**config.mk**
```make
export PLATFORM = sky130hd
export DESIGN_NAME = instr_pack_loader_flat
export DESIGN_NICKNAME = d
export VERILOG_FILES = /design/src/rtl/instr_pack_loader_pkg.sv /design/src/rtl/instr_pack_loader_if.sv /design/src/rtl/instr_pack_loader_imm_pack.sv /design/src/rtl/instr_pack_loader.sv /design/src/flat_wrapper.sv
export SDC_FILE = /design/constraint.sdc
export NUM_CORES = 1
export LEC_CHECK = 0
export ABC_AREA = 1
export ABC_CLOCK_PERIOD_IN_PS = 2900
export CORE_MARGIN = 2
export CORE_UTILIZATION = 50
export DETAILED_ROUTE_END_ITERATION = 12
export GPL_ROUTABILITY_DRIVEN = 0
export PLACE_DENSITY = 0.86
export SLEW_MARGIN = 20
export SYNTH_ARGS = -nofsm -noshare
export SYNTH_HDL_FRONTEND = slang
export SYNTH_HIERARCHICAL = 1
export SYNTH_SLANG_ARGS = --single-unit
```
**constraint.sdc**
```tcl
create_clock -name clk -period 2.9 [get_ports clk]
set_clock_uncertainty 0.1 [all_clocks]
set_input_delay 0.435 -clock clk [delete_from_list [all_inputs] [get_ports clk]]
set_output_delay 0.435 -clock clk [all_outputs]
set_load 0.03 [all_outputs]
```
**src/rtl/instr_pack_loader_pkg.sv**
```systemverilog
// Shared types and constants for the RV32I instruction pack/loader.
package instr_pack_loader_pkg;

  typedef enum logic [1:0] {
    FMT_I = 2'b00,
    FMT_S = 2'b01,
    FMT_B = 2'b10,
    FMT_R = 2'b11
  } fmt_e;

  localparam logic [6:0] OPC_LOAD   = 7'h03;
  localparam logic [6:0] OPC_OP_IMM = 7'h13;
  localparam logic [6:0] OPC_STORE  = 7'h23;
  localparam logic [6:0] OPC_OP     = 7'h33;
  localparam logic [6:0] OPC_BRANCH = 7'h63;
  localparam logic [6:0] OPC_JALR   = 7'h67;

  localparam logic [31:0] NOP_WORD = 32'h0000_0013;

  typedef enum logic [1:0] {
    ST_IDLE,
    ST_LOAD,
    ST_DONE
  } state_e;

  typedef struct packed {
    fmt_e        fmt;
    logic [6:0]  opcode;
    logic [4:0]  rd;
    logic [4:0]  rs1;
    logic [4:0]  rs2;
    logic [2:0]  funct3;
    logic [6:0]  funct7;
    logic [31:0] imm;
  } fields_t;

  // True when bits [31:lsb] are all copies of bit lsb, i.e. v fits in lsb+1 signed bits.
  function automatic logic sext_fits(input logic [31:0] v, input int lsb);
    logic ok;
    ok = 1'b1;
    for (int i = lsb; i < 32; i++)
      if (v[i] != v[lsb]) ok = 1'b0;
    return ok;
  endfunction

endpackage

```
**src/rtl/instr_pack_loader_if.sv**
```systemverilog
// Field-bundle input handshake plus instruction-memory write port.
interface instr_pack_loader_if #(parameter int ADDR_W = 32);
  import instr_pack_loader_pkg::*;

  logic              in_valid;
  logic              in_ready;
  logic              in_last;
  fmt_e              in_fmt;
  logic [6:0]        in_opcode;
  logic [4:0]        in_rd;
  logic [4:0]        in_rs1;
  logic [4:0]        in_rs2;
  logic [2:0]        in_funct3;
  logic [6:0]        in_funct7;
  logic [31:0]       in_imm;
  logic              imem_we;
  logic [ADDR_W-1:0] imem_addr;
  logic [31:0]       imem_wdata;
  logic              imem_ready;

  modport master (
    output in_valid, in_last, in_fmt, in_opcode, in_rd, in_rs1, in_rs2,
           in_funct3, in_funct7, in_imm, imem_ready,
    input  in_ready, imem_we, imem_addr, imem_wdata
  );

  modport slave (
    input  in_valid, in_last, in_fmt, in_opcode, in_rd, in_rs1, in_rs2,
           in_funct3, in_funct7, in_imm, imem_ready,
    output in_ready, imem_we, imem_addr, imem_wdata
  );

endinterface

```
**src/rtl/instr_pack_loader_imm_pack.sv**
```systemverilog
// Combinational packer: scatters immediate bits into the I/S/B/R layouts and flags out-of-range immediates.
module imm_pack
  import instr_pack_loader_pkg::*;
(
  input  fields_t     f,
  output logic [31:0] word,
  output logic        range_err
);

  always_comb begin
    word      = '0;
    range_err = 1'b0;
    case (f.fmt)
      FMT_I: begin
        word      = {f.imm[11:0], f.rs1, f.funct3, f.rd, f.opcode};
        range_err = !sext_fits(f.imm, 11);
      end
      FMT_S: begin
        word      = {f.imm[11:5], f.rs2, f.rs1, f.funct3, f.imm[4:0], f.opcode};
        range_err = !sext_fits(f.imm, 11);
      end
      FMT_B: begin
        word      = {f.imm[12], f.imm[10:5], f.rs2, f.rs1, f.funct3,
                     f.imm[4:1], f.imm[11], f.opcode};
        // 13-bit signed and even: imm[0] has no slot in the encoding
        range_err = !sext_fits(f.imm, 12) || f.imm[0];
      end
      FMT_R: begin
        word      = {f.funct7, f.rs2, f.rs1, f.funct3, f.rd, f.opcode};
      end
      default: begin
        word      = '0;
        range_err = 1'b0;
      end
    endcase
  end

endmodule

```
**src/rtl/instr_pack_loader.sv**
```systemverilog
// Program loader: packs field bundles into RV32I words and streams them into imem from base_addr.
module instr_pack_loader
  import instr_pack_loader_pkg::*;
#(
  parameter int          ADDR_W   = 32,
  parameter logic [31:0] NOP_WORD = instr_pack_loader_pkg::NOP_WORD
) (
  input  logic              clk,
  input  logic              reset,
  input  logic              start,
  input  logic [ADDR_W-1:0] base_addr,
  instr_pack_loader_if.slave bus,
  output logic              busy,
  output logic              done,
  output logic              err,
  output logic [ADDR_W-1:0] err_index,
  output logic [ADDR_W-1:0] count
);

  state_e            state, state_nx;
  fields_t           fin;
  logic [31:0]       pk_word;
  logic              pk_err;
  logic              hold_valid, hold_last, hold_bad, last_seen;
  logic [31:0]       hold_word;
  logic [ADDR_W-1:0] wr_ptr;
  logic              accept, wr_done, arm, rdy;

  assign fin = '{fmt: bus.in_fmt, opcode: bus.in_opcode, rd: bus.in_rd,
                 rs1: bus.in_rs1, rs2: bus.in_rs2, funct3: bus.in_funct3,
                 funct7: bus.in_funct7, imm: bus.in_imm};

  imm_pack u_pack (.f(fin), .word(pk_word), .range_err(pk_err));

  assign wr_done = hold_valid && bus.imem_ready;
  assign accept  = bus.in_valid && rdy;
  assign arm     = start && (state != ST_LOAD);

  assign bus.in_ready   = rdy;
  assign bus.imem_we    = hold_valid;
  assign bus.imem_addr  = wr_ptr;
  assign bus.imem_wdata = hold_word;

  always_comb begin
    state_nx = state;
    busy     = 1'b0;
    done     = 1'b0;
    rdy      = 1'b0;
    case (state)
      ST_IDLE: if (start) state_nx = ST_LOAD;
      ST_LOAD: begin
        busy = 1'b1;
        // the holding slot frees up in the same cycle its word is written
        rdy  = !last_seen && (!hold_valid || wr_done);
        if (wr_done && hold_last) state_nx = ST_DONE;
      end
      ST_DONE: begin
        done = 1'b1;
        if (start) state_nx = ST_LOAD;
      end
      default: state_nx = ST_IDLE;
    endcase
  end

  always_ff @(posedge clk) begin
    if (reset) begin
      state      <= ST_IDLE;
      hold_valid <= 1'b0;
      hold_last  <= 1'b0;
      hold_bad   <= 1'b0;
      hold_word  <= '0;
      last_seen  <= 1'b0;
      wr_ptr     <= '0;
      count      <= '0;
      err        <= 1'b0;
      err_index  <= '0;
    end else begin
      state <= state_nx;
      if (arm) begin
        wr_ptr    <= base_addr;
        count     <= '0;
        err       <= 1'b0;
        err_index <= '0;
        last_seen <= 1'b0;
      end else begin
        if (accept && bus.in_last) last_seen <= 1'b1;
        if (wr_done) begin
          wr_ptr <= wr_ptr + ADDR_W'(4);
          count  <= count + 1'b1;
          if (hold_bad && !err) begin
            err       <= 1'b1;
            err_index <= count;
          end
        end
      end
      if (accept) begin
        hold_valid <= 1'b1;
        hold_word  <= pk_err ? NOP_WORD : pk_word;
        hold_last  <= bus.in_last;
        hold_bad   <= pk_err;
      end else if (wr_done) begin
        hold_valid <= 1'b0;
      end
    end
  end

endmodule

```
**src/flat_wrapper.sv**
```systemverilog
// flat-port wrapper written by rule: the top's interface ports become plain ports
module instr_pack_loader_flat import instr_pack_loader_pkg::*;
#(
  parameter int          ADDR_W   = 32,
  parameter logic [31:0] NOP_WORD = instr_pack_loader_pkg::NOP_WORD
)
  (clk, reset, start, base_addr, busy, done, err, err_index, count, bus_in_valid, bus_in_last, bus_in_fmt, bus_in_opcode, bus_in_rd, bus_in_rs1, bus_in_rs2, bus_in_funct3, bus_in_funct7, bus_in_imm, bus_imem_ready, bus_in_ready, bus_imem_we, bus_imem_addr, bus_imem_wdata);
  instr_pack_loader_if #(.ADDR_W(ADDR_W)) bus_i ();
  input  logic clk;
  input  logic reset;
  input  logic start;
  input  logic [ADDR_W-1:0] base_addr;
  output logic busy;
  output logic done;
  output logic err;
  output logic [ADDR_W-1:0] err_index;
  output logic [ADDR_W-1:0] count;
  input wire logic [$bits(bus_i.in_valid)-1:0] bus_in_valid;
  input wire logic [$bits(bus_i.in_last)-1:0] bus_in_last;
  input wire logic [$bits(bus_i.in_fmt)-1:0] bus_in_fmt;
  input wire logic [$bits(bus_i.in_opcode)-1:0] bus_in_opcode;
  input wire logic [$bits(bus_i.in_rd)-1:0] bus_in_rd;
  input wire logic [$bits(bus_i.in_rs1)-1:0] bus_in_rs1;
  input wire logic [$bits(bus_i.in_rs2)-1:0] bus_in_rs2;
  input wire logic [$bits(bus_i.in_funct3)-1:0] bus_in_funct3;
  input wire logic [$bits(bus_i.in_funct7)-1:0] bus_in_funct7;
  input wire logic [$bits(bus_i.in_imm)-1:0] bus_in_imm;
  input wire logic [$bits(bus_i.imem_ready)-1:0] bus_imem_ready;
  output wire logic [$bits(bus_i.in_ready)-1:0] bus_in_ready;
  output wire logic [$bits(bus_i.imem_we)-1:0] bus_imem_we;
  output wire logic [$bits(bus_i.imem_addr)-1:0] bus_imem_addr;
  output wire logic [$bits(bus_i.imem_wdata)-1:0] bus_imem_wdata;
  assign bus_i.in_valid = bus_in_valid;
  assign bus_i.in_last = bus_in_last;
  assign bus_i.in_fmt = bus_in_fmt;
  assign bus_i.in_opcode = bus_in_opcode;
  assign bus_i.in_rd = bus_in_rd;
  assign bus_i.in_rs1 = bus_in_rs1;
  assign bus_i.in_rs2 = bus_in_rs2;
  assign bus_i.in_funct3 = bus_in_funct3;
  assign bus_i.in_funct7 = bus_in_funct7;
  assign bus_i.in_imm = bus_in_imm;
  assign bus_i.imem_ready = bus_imem_ready;
  assign bus_in_ready = bus_i.in_ready;
  assign bus_imem_we = bus_i.imem_we;
  assign bus_imem_addr = bus_i.imem_addr;
  assign bus_imem_wdata = bus_i.imem_wdata;
  instr_pack_loader #(.ADDR_W(ADDR_W), .NOP_WORD(NOP_WORD)) u_core (.clk(clk), .reset(reset), .start(start), .base_addr(base_addr), .bus(bus_i), .busy(busy), .done(done), .err(err), .err_index(err_index), .count(count));
endmodule
```
==> results of run 1 <==
-- path summary, 6_finish.rpt --
| path | to | startpoint | slack (ns) |
|---|---|---|---|
| setup reg to reg | u_core/count[24] | u_core/count[1] | 0.84 |
| hold / removal | u_core/bus.imem_wdata[13] | reset | 0.37 |
| hold reg to reg | u_core/last_seen | u_core/last_seen | 0.39 |
| setup / recovery | bus_in_ready | bus_imem_ready | 0.40 |
-- power groups by stage --
stage | clock [W] | sequential, W | combinational [W]
finish | 0.00209 | 0.00194 | 0.000617
global route | 0.00219 | 0.00195 | 0.000670
CTS | 0.00211 | 0.00194 | 0.000616
detailed placement | 0 | 0.00198 | 0.000613
global placement | 0 | 0.00198 | 0.000607
floorplan | 0 | 0.00205 | 0.000261
-- cells in the final DEF, fill, tap and decap left out, types with 15 or more instances in the layout --
cell type,netlist,routed
sky130_fd_sc_hd__nor2_1,177,177
sky130_fd_sc_hd__clkdlybuf4s50_1,0,235
sky130_fd_sc_hd__o21ai_0,48,48
sky130_fd_sc_hd__a22oi_1,28,28
sky130_fd_sc_hd__inv_1,98,98
sky130_fd_sc_hd__a21oi_1,63,63
sky130_fd_sc_hd__nor3_1,15,15
sky130_fd_sc_hd__dfxtp_1,135,135
sky130_fd_sc_hd__nor2_2,15,15
sky130_fd_sc_hd__nand3_1,71,71
sky130_fd_sc_hd__nand2_1,342,342
sky130_fd_sc_hd__clkbuf_16,0,17
-- state kept, by name, indices dropped and copies added, names as in the netlist --
name,flops
u_core/state,2
u_core/err,1
u_core/hold_last,1
u_core/bus.imem_we,1
u_core/count,32
u_core/last_seen,1
u_core/hold_bad,1
u_core/bus.imem_wdata,32
u_core/err_index,32
u_core/bus.imem_addr,32
-- area by class of cell --
cell class / count / area (sq um)
Multi-Input combinational cell: 837 / 3820
Fill cell: 1124 / 3805
Sequential cell: 135 / 2703
Timing Repair Buffer: 248 / 2460
Clock buffer: 20 / 456.7
Inverter: 106 / 402.9
Tap cell: 180 / 225.2
Clock inverter: 12 / 116.4
-- cells by family (layout without fill, tap and decap cells) --
group,count (synthesis),after routing,share of synthesized area [%]
XOR/XNOR,3,3,0.3629
buffers and inverters,162,386,9.919
flip-flops,135,135,37.33
AND/OR/NAND/NOR,660,660,38.52
adder cells (fa/ha/maj),2,2,0.3455
AO/OA/AOI/OAI,172,172,13.53
-- metrics by stage --
step,utilization [%],hold WS (ns),power (W),instance area [sq um]
after floorplan,-,0.3576,0.002312,7241
after global routing,72.80,0.3859,0.004807,10180
final,72.80,0.3745,0.004647,10180
after CTS,72.80,0.3714,0.004670,10180
after detailed placement,68.70,0.3674,0.002596,9610
after global placement,68.70,0.3534,0.002588,9610
-- per-layer routing --
metal  part of all wire, %  wire (um)  vias to the layer above  global-route usage, %
met3                   9.8       2216                       59                  9.321
met4                   3.4        762                        0                  13.22
met5                     0          0                        -                      0
met2                    46      10490                      413                  46.58
met1                    40       9091                     3675                  34.44
li1                      -          -                     4041                      -
-- worst max-delay path, delay by kind of cell --
| family | cells | cell delay, ns |
|---|---|---|
| AND/OR/NAND/NOR | 2 | 0.26 |
| buffers and inverters | 2 | 1.26 |
==> reports/summary.txt, run 1 <==
result of the run: completed
wire length of the first global-routing pass: 36680 um
post-synth cell types: 38
unrepaired setup endpoints after global routing: false
vias in the first global route: 7656
placed insts: 1506
Most common cell on crit path: sky130_fd_sc_hd__clkdlybuf4s50_1
FF-to-FF path depth: 8
total internal power: 0.003411 W
quantity of hold-fixing buffers added after cts: 0
count of TritonRoute iterations in the first routing pass: 8
leakage power of the design: 3.824 nW
Synth area leader: sky130_fd_sc_hd__dfxtp_1
number of warnings printed during yosys synthesis: 6
final number of max-transition violations: 0
cell with the most instances after synthesis: sky130_fd_sc_hd__nand2_1
GRT Resource Usage Total: 28.67%
arrival time reported for the critical path endpoint: 1.96 ns
sum of routed wire length over all layers: 22560 um
top_reg_cell synth: sky130_fd_sc_hd__dfxtp_1
startpoint type of the worst setup path: input port
sequential cell fraction of total power: 41.8%
area of the mapped netlist: 7241 sq um
power per cell area: 456.3 nW/um^2
initial antenna violation count: 0
die height: 124.3 um
average size of a mapped cell: 6.385 sq um
Synth async-reset ratio: 0%
peak supply drop: 0.0004110 V
number of vias per cell after detailed routing: 5.324
Routed wire per std cell: 14.67 um
clock tree from TritonCTS: yes
CP required: 2.37 ns
setup violation total in the final timing report: 0
Core Area: 13990 sq um
clock sinks: 135
antenna-violating nets left: 0
CTS H-Tree Depth: 4
Clock Root Buffer: sky130_fd_sc_hd__clkbuf_16
chain of cells forming the critical path: clkdlybuf4s50_1 -> nor2_1 -> nor3_4 -> clkdlybuf4s50_1
Initial Utilization: 51.76%
Worst Max-Slew Pin Slew: 0.5809 ns
smallest setup slack after layout: 0.4045 ns
Post-synth EDFFs: 0
share of post-route cells with drive strength above 1: 6.775%
top cell type's share of synthesized area: 37.33%
Syn Nets: 1240
Max Root-Sink Buffers: 2
fraction of power spent switching nets: 26.59%
post-CTS clock slew at the launch and capture registers of the worst setup and hold paths: 0.06 ns
fmax: 400.7 MHz
DR vias: 8188
accumulated negative setup slack: 0 ns
FF+latch count, synth: 135
Combinational Power Share: 13.3%
largest net degree at the start of global routing: 38
headroom to the max-slew limit: 61.18%
Min Clock Period, post-route: 2.496 ns
Port Buffers: 236
die area: 15460 sq um
min-delay worst type: in2reg
count of endpoints failing hold in the final timing report: 0
net count reported at finish: 1451
share of power burned in the clock network: 44.9%
post-route clock period utilization: 86.05%
Post-synth top cells: sky130_fd_sc_hd__nand2_1, sky130_fd_sc_hd__nor2_1, sky130_fd_sc_hd__dfxtp_1
Cell Rows: 43
CP Capture Type: output pin
residual overflow from global routing: 0
half-perimeter wire length after placement: 16480 um
cell types occupying the most area after synthesis: sky130_fd_sc_hd__dfxtp_1, sky130_fd_sc_hd__nand2_1, sky130_fd_sc_hd__nor2_1
ant diodes: 0
drt first-iter violations: 777
buffers inserted by post-CTS timing repair: 0
Post-Synthesis Cells: 1134
total CTS buffers: 17
max-capacitance violation count: 0
sw power: 0.001236 W
largest fanout on the critical path: 2
Die X-Extent: 124.3 um
Min-Delay Path Depth: 2
Area Growth Syn to Fin: 40.64%
Slowest Stage Delay on Critical Path: 0.73 ns
part of the Yosys area used for sequential elements: 37.33%
critical path's slowest cell: sky130_fd_sc_hd__clkdlybuf4s50_1
count of instances resized after the clock tree is built: 0
Remaining DRCs: 0
Crit Path Class: in2out
total I/O pin count: 237
Clock Latency Late Sink: 0.42 ns
dpl ws: 0.2841 ns
number of cells in the finished layout apart from fillers: 1538
Note: power is estimated with default switching activity, not from simulation.
==> run 2: changes to the inputs <==
--- a/config.mk
+++ b/config.mk
@@ -6,12 +6,12 @@
 export NUM_CORES = 1
 export LEC_CHECK = 0
 export ABC_AREA = 1
-export ABC_CLOCK_PERIOD_IN_PS = 2900
+export ABC_CLOCK_PERIOD_IN_PS = 2350
 export CORE_MARGIN = 2
-export CORE_UTILIZATION = 50
+export CORE_UTILIZATION = 47
 export DETAILED_ROUTE_END_ITERATION = 12
 export GPL_ROUTABILITY_DRIVEN = 0
-export PLACE_DENSITY = 0.86
+export PLACE_DENSITY = 0.82
 export SLEW_MARGIN = 20
 export SYNTH_ARGS = -nofsm -noshare
 export SYNTH_HDL_FRONTEND = slang
==> constraint.sdc (replaced) <==
create_clock -name clk -period 2.35 [get_ports clk]
set_clock_uncertainty 0.1 [all_clocks]
set_input_delay 0.3525 -clock clk [delete_from_list [all_inputs] [get_ports clk]]
set_output_delay 0.3525 -clock clk [all_outputs]
set_load 0.03 [all_outputs]
==> reports/summary.txt, run 2 (synthesized netlist as in run 1, its figures left out) <==
multi-input combinational cell area: 3820 sq um (unchanged)
count of TritonRoute iterations in the first routing pass: 6 (was 8)
clock tree from TritonCTS: yes (unchanged)
leading cell types in the layout, fill and taps excluded: sky130_fd_sc_hd__nand2_1, sky130_fd_sc_hd__clkdlybuf4s50_1, sky130_fd_sc_hd__nor2_1 (unchanged)
Design Area, Final: 10370 sq um (was 10180 sq um)
total CTS buffers: 17 (unchanged)
accumulated negative setup slack: 0 ns (unchanged)
most common cell after layout, fill and taps aside: sky130_fd_sc_hd__nand2_1 (unchanged)
register area: 2703 sq um (unchanged)
residual overflow from global routing: 0 (unchanged)
ant diodes: 0 (unchanged)
Crit Path Class: reg2out (was in2out)
setup violation total in the final timing report: 0 (unchanged)
Min Clock Period, post-route: 2.223 ns
count of instances resized after the clock tree is built: 0 (unchanged)
antenna-violating nets left: 0 (unchanged)
quantity of hold-fixing buffers added after cts: 0 (unchanged)
worst hold margin: 0.1008 ns (was 0.3745 ns)
fill cell instance count of the final layout: 1308 (was 1124)
post-detailed-placement cell area: 9726 sq um (was 9610 sq um)
post-CTS clock slew at the launch and capture registers of the worst setup and hold paths: 0.06 ns (about the same)
net count reported at finish: 1462 (was 1451)
Core Area: 15150 sq um (was 13990 sq um)
Routed wire per std cell: 14.53 um (was 14.67 um)
Clock Root Buffer: sky130_fd_sc_hd__clkbuf_16 (unchanged)
power per cell area: 588.7 nW/um^2 (was 456.3 nW/um^2)
Area Growth Syn to Fin: 43.23% (was 40.64%)
unrepaired setup endpoints after global routing: false (unchanged)
Port Buffers: 236 (unchanged)
total design power: 0.006105 W (was 0.004647 W)
largest net degree at the start of global routing: 54 (was 38)
headroom to the max-slew limit: 61.00% (was 61.18%)
die height: 128.1 um (was 124.3 um)
Initial Utilization: 47.81% (was 51.76%)
startpoint type of the worst setup path: flop (was input port)
max-capacitance violation count: 0 (unchanged)
buffers inserted by post-CTS timing repair: 0 (unchanged)
number of vias per cell after detailed routing: 5.213 (was 5.324)
Worst Max-Slew Pin Slew: 0.5850 ns (was 0.5809 ns)
DR vias: 8116 (was 8188)
post-route clock period utilization: 94.59%
GRT Resource Usage Total: 27.76% (was 28.67%)
min-delay worst type: in2reg (unchanged)
Die X-Extent: 128.1 um (was 124.3 um)
vias in the first global route: 7783 (was 7656)
CP Capture Type: output pin (unchanged)
largest fanout on the critical path: 4 (was 2)
peak supply drop: 0.0004744 V (was 0.0004110 V)
Core Util, Final: 68.48% (was 72.80%)
final number of max-transition violations: 0 (unchanged)
Remaining DRCs: 0 (unchanged)
clock sinks: 135 (unchanged)
Max Root-Sink Buffers: 2 (unchanged)
die area: 16410 sq um (was 15460 sq um)
result of the run: completed (unchanged)
arrival time reported for the critical path endpoint: 1.77 ns (was 1.96 ns)
total I/O pin count: 237 (unchanged)
leakage power of the design: 3.930 nW (was 3.824 nW)
share of post-route cells with drive strength above 1: 7.597% (was 6.775%)
Cell Rows: 45 (was 43)
initial antenna violation count: 0 (unchanged)
sum of routed wire length over all layers: 22620 um (was 22560 um)
wire length of the first global-routing pass: 36940 um (was 36680 um)
CP required: 1.90 ns (was 2.37 ns)
CTS H-Tree Depth: 4 (unchanged)
drt first-iter violations: 822 (was 777)
Clock Latency Late Sink: 0.42 ns (about the same)
count of endpoints failing hold in the final timing report: 0 (unchanged)
fmax: 449.9 MHz
half-perimeter wire length after placement: 16570 um (was 16480 um)
==> run 2: cell types whose count changed in the layout (fill, tap and decap cells not counted), sizes merged <==
cell	previous run	this run
clkinvlp	5	2
clkinv	2	6
clkbuf	20	19
bufinv	1	5
buf	13	25
clkdlybuf4s50	235	234
inv	110	106
==> run 2: cell type report <==
type / instances / area share, %
Timing Repair Buffer: 259 / 24.73
Clock inverter: 13 / 1.954
Tap cell: 188 / 2.268
Inverter: 106 / 3.885
Clock buffer: 19 / 4.271
Multi-Input combinational cell: 837 / 36.83
Sequential cell: 135 / 26.06
==> run 2: per-stage QoR <==
step | instances | setup slack, ns
finish | 1557 | 0.1271
global placement | 1525 | 0.1795
CTS | 1557 | 0.09029
global route | 1557 | 0.01548
detailed placement | 1525 | 0.1531
floorplan | 1134 | 0.5148
==> run 2: worst paths after layout <==
path / startpoint / slack [ns] / end / depth (start not counted)
max: u_core/state[0] / 0.13 / busy / 3
min: reset / 0.10 / u_core/bus.imem_wdata[7] / 2
max reg2reg: u_core/count[1] / 0.39 / u_core/count[18] / 9
min reg2reg: u_core/hold_last / 0.39 / u_core/hold_last / 2
==> run 2: worst max-delay path: stages (launching register included) <==
cell and delay, ns:
sky130_fd_sc_hd__dfxtp_1 0.38, sky130_fd_sc_hd__inv_1 0.07, sky130_fd_sc_hd__nor2_1 0.18, sky130_fd_sc_hd__clkdlybuf4s50_1 0.73
==> run 2: metal layers <==
layer | up-vias | global-route usage, % | wire length (um)
li1 | 4068 | - | -
met1 | 3624 | 34.01 | 9454
met2 | 374 | 46.08 | 10610
met3 | 50 | 8.264 | 1950
met4 | 0 | 10.54 | 607
met5 | - | 0 | 0
==> run 2: report_power, final <==
group / internal, W / switching, W
clock network: 0.00190 / 0.00102
logic: 0.000362 / 0.000417
registers: 0.00234 / 0.0000579
